===== config.mk =====
export PLATFORM = sky130hd
export DESIGN_NAME = pll_reset_sequencer
export DESIGN_NICKNAME = d
export VERILOG_FILES = /design/src/rtl/pll_reset_seq_pkg.sv /design/src/rtl/reset_seq_sync.sv /design/src/rtl/pll_reset_sequencer.sv
export SDC_FILE = /design/constraint.sdc
export NUM_CORES = 1
export LEC_CHECK = 0
export ABC_AREA = 0
export ABC_CLOCK_PERIOD_IN_PS = 4600
export CAP_MARGIN = 20
export CORE_AREA = 4 4 72 74
export DETAILED_ROUTE_END_ITERATION = 12
export DIE_AREA = 0 0 76 78
export DONT_BUFFER_PORTS = 1
export SYNTH_ARGS = -nofsm -noshare
export SYNTH_HDL_FRONTEND = slang
export SYNTH_SLANG_ARGS = --single-unit

===== constraint.sdc =====
create_clock -name clk_i -period 4.6 [get_ports clk_i]
set_input_delay 0.92 -clock clk_i [delete_from_list [all_inputs] [get_ports clk_i]]
set_output_delay 0.92 -clock clk_i [all_outputs]
set_load 0.05 [all_outputs]

===== src/rtl/pll_reset_seq_pkg.sv =====
// Shared types and helpers for the PLL reset sequencer.
//   seq_state_t : sequencer FSM state encoding
//   cnt_width() : bit width needed to count 0 .. n-1 (minimum 1 bit)
package pll_reset_seq_pkg;

    typedef enum logic [1:0] {
        WAIT_LOCK = 2'd0,
        HOLD      = 2'd1,
        RELEASE   = 2'd2,
        RUN       = 2'd3
    } seq_state_t;

    function automatic int unsigned cnt_width(input int unsigned n);
        return (n <= 1) ? 1 : $clog2(n);
    endfunction

endpackage


===== src/rtl/reset_seq_sync.sv =====
// Multi-flop synchroniser for a single asynchronous level into clk.
//   clk  : destination clock
//   rst  : synchronous active-high reset, clears every stage
//   din  : asynchronous input
//   dout : synchronised output (last flop of the chain)
module reset_seq_sync #(
    parameter int unsigned STAGES = 2
) (
    input  logic clk,
    input  logic rst,
    input  logic din,
    output logic dout
);

    logic [STAGES-1:0] chain;

    always_ff @(posedge clk) begin
        if (rst) begin
            chain <= '0;
        end else begin
            chain <= {chain[STAGES-2:0], din};
        end
    end

    assign dout = chain[STAGES-1];

endmodule


===== src/rtl/pll_reset_sequencer.sv =====
// Holds the SoC in reset until PLL lock is stable and the button is released,
// then releases NUM_DOMAINS resets in order, bit 0 first.
//   clk_i          : PLL output clock
//   rst_i          : synchronous active-high reset
//   pll_locked_i   : PLL LOCKED flag (asynchronous)
//   ext_rst_i      : reset button, active-high, asynchronous and bouncy
//   rst_o          : staged active-high resets
//   ready_o        : all domains released
//   lock_lost_o    : one-cycle pulse when lock drops in RELEASE/RUN
//   relock_count_o : saturating count of lock-loss events
module pll_reset_sequencer
    import pll_reset_seq_pkg::*;
#(
    parameter int unsigned SYNC_STAGES      = 2,
    parameter int unsigned LOCK_HOLD_CYCLES = 1024,
    parameter int unsigned STAGE_GAP        = 16,
    parameter int unsigned NUM_DOMAINS      = 3,
    parameter int unsigned DEBOUNCE_CYCLES  = 65536
) (
    input  logic                   clk_i,
    input  logic                   rst_i,
    input  logic                   pll_locked_i,
    input  logic                   ext_rst_i,
    output logic [NUM_DOMAINS-1:0] rst_o,
    output logic                   ready_o,
    output logic                   lock_lost_o,
    output logic [7:0]             relock_count_o
);

    localparam int unsigned HOLD_W = cnt_width(LOCK_HOLD_CYCLES);
    localparam int unsigned GAP_W  = cnt_width(STAGE_GAP);
    localparam int unsigned IDX_W  = cnt_width(NUM_DOMAINS);
    localparam int unsigned DB_W   = cnt_width(DEBOUNCE_CYCLES);

    logic locked_s;
    logic btn_s;
    logic btn_db;
    logic [DB_W-1:0] db_cnt;
    logic fault;

    seq_state_t state;
    seq_state_t state_nx;
    logic [HOLD_W-1:0] hold_cnt;
    logic [GAP_W-1:0]  gap_cnt;
    logic [IDX_W-1:0]  idx;
    logic hold_last;
    logic gap_last;
    logic idx_last;

    logic [NUM_DOMAINS-1:0] rst_d;
    logic ready_d;
    logic lost_d;

    reset_seq_sync #(.STAGES(SYNC_STAGES)) u_sync_locked (
        .clk  (clk_i),
        .rst  (rst_i),
        .din  (pll_locked_i),
        .dout (locked_s)
    );

    reset_seq_sync #(.STAGES(SYNC_STAGES)) u_sync_btn (
        .clk  (clk_i),
        .rst  (rst_i),
        .din  (ext_rst_i),
        .dout (btn_s)
    );

    // Button debounce: flip only after DEBOUNCE_CYCLES consecutive disagreements.
    always_ff @(posedge clk_i) begin
        if (rst_i) begin
            btn_db <= 1'b0;
            db_cnt <= '0;
        end else if (btn_s != btn_db) begin
            if (db_cnt == DB_W'(DEBOUNCE_CYCLES - 1)) begin
                btn_db <= btn_s;
                db_cnt <= '0;
            end else begin
                db_cnt <= db_cnt + DB_W'(1);
            end
        end else begin
            db_cnt <= '0;
        end
    end

    assign fault     = !locked_s || btn_db;
    assign hold_last = (hold_cnt == HOLD_W'(LOCK_HOLD_CYCLES - 1));
    assign gap_last  = (gap_cnt == GAP_W'(STAGE_GAP - 1));
    assign idx_last  = (idx == IDX_W'(NUM_DOMAINS - 1));

    // State register plus counters and registered outputs.
    always_ff @(posedge clk_i) begin
        if (rst_i) begin
            state          <= WAIT_LOCK;
            hold_cnt       <= '0;
            gap_cnt        <= '0;
            idx            <= '0;
            rst_o          <= '1;
            ready_o        <= 1'b0;
            lock_lost_o    <= 1'b0;
            relock_count_o <= 8'd0;
        end else begin
            state       <= state_nx;
            rst_o       <= rst_d;
            ready_o     <= ready_d;
            lock_lost_o <= lost_d;
            if (lost_d && (relock_count_o != 8'hFF)) begin
                relock_count_o <= relock_count_o + 8'd1;
            end
            hold_cnt <= (state == HOLD) ? hold_cnt + HOLD_W'(1) : '0;
            if (state == RELEASE) begin
                if (gap_last) begin
                    gap_cnt <= '0;
                    idx     <= idx + IDX_W'(1);
                end else begin
                    gap_cnt <= gap_cnt + GAP_W'(1);
                end
            end else begin
                gap_cnt <= '0;
                idx     <= '0;
            end
        end
    end

    // Next-state logic.
    always_comb begin
        state_nx = state;
        case (state)
            WAIT_LOCK: if (!fault) state_nx = HOLD;
            HOLD: begin
                if (fault)          state_nx = WAIT_LOCK;
                else if (hold_last) state_nx = RELEASE;
            end
            RELEASE: begin
                if (fault)                     state_nx = WAIT_LOCK;
                else if (gap_last && idx_last) state_nx = RUN;
            end
            RUN: if (fault) state_nx = WAIT_LOCK;
            default: state_nx = WAIT_LOCK;
        endcase
    end

    // Next values for the registered outputs; a fault always beats a release.
    always_comb begin
        rst_d   = rst_o;
        ready_d = ready_o;
        lost_d  = 1'b0;
        case (state)
            WAIT_LOCK, HOLD: begin
                rst_d   = '1;
                ready_d = 1'b0;
            end
            RELEASE, RUN: begin
                if (fault) begin
                    rst_d   = '1;
                    ready_d = 1'b0;
                    lost_d  = !locked_s;
                end else if ((state == RELEASE) && gap_last) begin
                    for (int k = 0; k < NUM_DOMAINS; k++) begin
                        if (idx == IDX_W'(k)) rst_d[k] = 1'b0;
                    end
                    ready_d = idx_last;
                end
            end
            default: begin
                rst_d   = '1;
                ready_d = 1'b0;
            end
        endcase
    end

endmodule


==> metrics.md <==
| Metric | Value |
|---|---|
| PwrDens | `308.9 nW/µm²` |
| Synth warnings | `0` |
| GRT Util Overall | `12.45%` |
| CP arrival | `2.25 ns` |
| Max-Cap Viols | `0` |
| M1 GR Usage | `about 17%` |
| Layout cell share with drive strength beyond 1 | `between 5 and 6%` |
| Clk buf depth | `2` |
| Worst Setup End Kind | `flip-flop` |
| Synthesized cell area | `2138 µm²` |
| Crit-path cells | `ha_1 -> nand2_1 -> o31ai_1 -> mux2i_1 -> nor2_1` |
| Setup Total Neg Slack | `0 ns` |
| Via count of the first global-routing pass | `roughly 1.4k` |
| Hold Vio Cnt, Final | `0` |
| H-tree depth | `2` |
| Synth Register Bits | `between 50 and 60` |
| Final setup viols | `0` |
| Peak VDD IR | `about 0.00023 V` |
| DRC | `0` |
| DR pass1 iterations | `4` |
| First-pass GRT wire length | `6216 µm` |
| HP Start | `u_sync_btn.chain[0]` |
| Initial antenna violation count | `0` |
| Crit path max-delay cell type | `dfxtp_1` |
| Placer Congestion | `0.7634` |
| Worst rel slew slack | `58.06%` |
| Iter 0 DRT Violations | `between 80 and 90` |
| Overflow after GRT | `0` |
| Nets | `250` |
| Largest net degree at the start of global routing | `21` |
| IO Pins | `17` |
| Crit path buffers/inverters | `0` |
| Worst-path fanout max | `5` |
| PortBufs | `0` |
| RSZ-0062 raised after global routing | `false` |
| Global route hottest layer | `met2` |
| Max Freq | `486.9 MHz` |
| P&R area growth vs syn | `6.436%` |
| Area leader, netlist | `dfxtp_1` |
| Worst slew pin tran | `0.6283 ns` |
| Core ar. | `4598 µm²` |
| CP startpoint | `relock_count_o[0]` |
| Yosys cell types | `32` |
| Die Area | `5928 µm²` |
| Detailed-route wire length | `between 3000 and 4000 µm` |
| Sequential-to-total area share from yosys stat | `48.68%` |
| Chip width | `around 76 µm` |
| Root buf cell | `clkbuf_8` |
| Total CTS buffers | `5` |
| Row count | `25` |
| FF-to-FF Start | `relock_count_o[0]` |
| WS Path Type | `reg -> reg` |
| Tcrit/Tclk final | `44.65%` |
| Startpoint types | `flip-flop` |
| Min cycle time layout | `2.054 ns` |
| CTS sink cnt | `52` |
| Max-slew violations | `0` |
| Cts hold-fix bufs | `0` |
| CTS tree | `yes` |
| Worst-path clk slew | `0.09 ns` |
| Post-DR vias/cell | `5.160` |
| Synthesized netlist cell count | `about 240` |
| Resize count post-CTS | `0` |
| DR vias | `1512` |
| Pleak | `between 0.7 and 0.8 nW` |
| Diodes inserted | `0` |
| Chip height | `78 µm` |
| Avg Cell Area, Syn | `9.099 µm²` |
| Initial Utilization | `46.50%` |
| GR Layer Usage met3 | `3.712%` |
| Clock Skews | `0.004353 ns` |
| Synth area leaders | `dfxtp_1 (49%), nor2_1 (7.0%), xnor2_1 (6.6%)` |
| Clk_lat worst skew | `0.29 ns` |
| Detailed placement HPWL | `2468 µm` |
| Final core occ | `between 40% and 50%` |
| Worst path top cell family by delay | `flip-flops` |
| Worst Hold Class | `reg -> reg` |
| Outcome | `completed` |
| Post-CTS setup buffer count | `0` |
| Syn_nets | `approximately 250` |
| Wire per inst | `12.16 µm` |
| Max incr delay on CP | `~0.71 ns` |
| Post-synth top area share | `48.68%` |
| Final ANT Viol Nets | `0` |
| Met2 Resource Use GR | `18.92%` |
| Filler cell count | `438` |
| WP data required | `4.79 ns` |
-- power by group --
group          internal (W)  switching, W  leakage, nW   total (W)
clock              0.000103      0.000142       0.0400    0.000245
combinational    0.00000215    0.00000263        0.267  0.00000478
sequential         0.000452    0.00000147        0.420    0.000453
total              0.000557      0.000146        0.727    0.000703
-- registers in the layout, summed over array words and instances, names as in the netlist --
name,flops
state,2
db_cnt,16
rst_o,3
lock_lost_o,1
idx,2
ready_o,1
u_sync_btn.chain,2
hold_cnt,10
gap_cnt,4
btn_db,1
relock_count_o,8
u_sync_locked.chain,2
-- cells by family after synthesis --
family,Yosys count,share of synthesized area (%)
simple gates,113,26.33
flops,52,48.68
xor+xnor,24,9.830
compound gates,22,6.554
buf+inv,12,2.106
fa+ha+maj,7,4.096
mux,5,2.399
-- Yosys cell counts --
master	number
or2_2	2
a311oi_1	1
ha_1	7
xnor2_1	16
nand3_1	10
inv_1	9
and3_1	2
nor4_1	6
or4_1	3
o31ai_1	4
or3_4	1
nand2_1	17
a211oi_1	1
a21o_1	4
nor2_1	40
mux2i_1	4
nand4_1	7
or3_1	2
nor3b_1	1
xor2_1	8
nor3_1	9
nand2b_1	3
mux2_2	1
and4_1	1
nor2b_1	6
a21oi_1	8
o21ai_0	3
nand3_2	2
a41oi_1	1
or3b_2	1
dfxtp_1	52
clkbuf_1	3
-- path summary, 6_finish.rpt --
| path | to | slack (ns) | depth (start not counted) |
|---|---|---|---|
| max | relock_count_o[1] | 2.55 | 5 |
| min | u_sync_btn.chain[1] | 0.44 | 1 |
| min reg2reg | u_sync_btn.chain[1] | 0.44 | 1 |
| max reg2reg | relock_count_o[1] | 2.55 | 5 |
-- per-stage QoR --
step | hold slack (ns) | worst slack [ns] | cells | total power, W | area [µm²]
floorplan | 0.4138 | 2.650 | 235 | 0.0004697 | 2138
global placement | 0.4170 | 2.635 | 286 | 0.0004689 | 2195
detailed placement | 0.4231 | 2.565 | 286 | 0.0004689 | 2195
CTS | 0.4456 | 2.557 | 293 | 0.0007146 | 2276
global route | 0.4644 | 2.383 | 293 | 0.0007336 | 2276
finish | 0.4443 | 2.546 | 293 | 0.0007031 | 2276
-- cells in the final DEF, fill, tap and decap left out, types with 2 or more instances in the layout --
master    synthesis  routed
a21o_1            4       4
a21oi_1           8       8
and3_1            2       2
clkbuf_8          0       5
dfxtp_1          52      52
ha_1              7       7
inv_1             9       9
mux2i_1           4       4
nand2_1          17      17
nand2b_1          3       3
nand3_1          10      10
nand3_2           2       2
nand4_1           7       7
nor2_1           40      40
nor2b_1           6       6
nor3_1            9       9
nor4_1            6       6
o21ai_0           3       3
o31ai_1           4       4
or2_2             2       2
or3_1             2       2
or4_1             3       3
xnor2_1          16      16
xor2_1            8       8
-- final cells by class --
type	count	area, µm²	share of cell area, %
inverter	9	33.78	1.484
sequential	52	1041	45.74
tap	54	67.56	2.969
clock buffer	5	68.82	3.024
clock inverter	2	12.51	0.5498
multi-input combinational	171	1052	46.23
-- metal layers --
metal | share of wire [%] | routed length [µm] | vias to the layer above
met1 | 52 | 1862 | 681
met2 | 44 | 1572 | 12
met4 | 0.67 | 24 | 0
met5 | 0 | 0 | -
met3 | 2.9 | 104 | 2
li1 | - | - | 817
(Power assumes the default switching activity.)
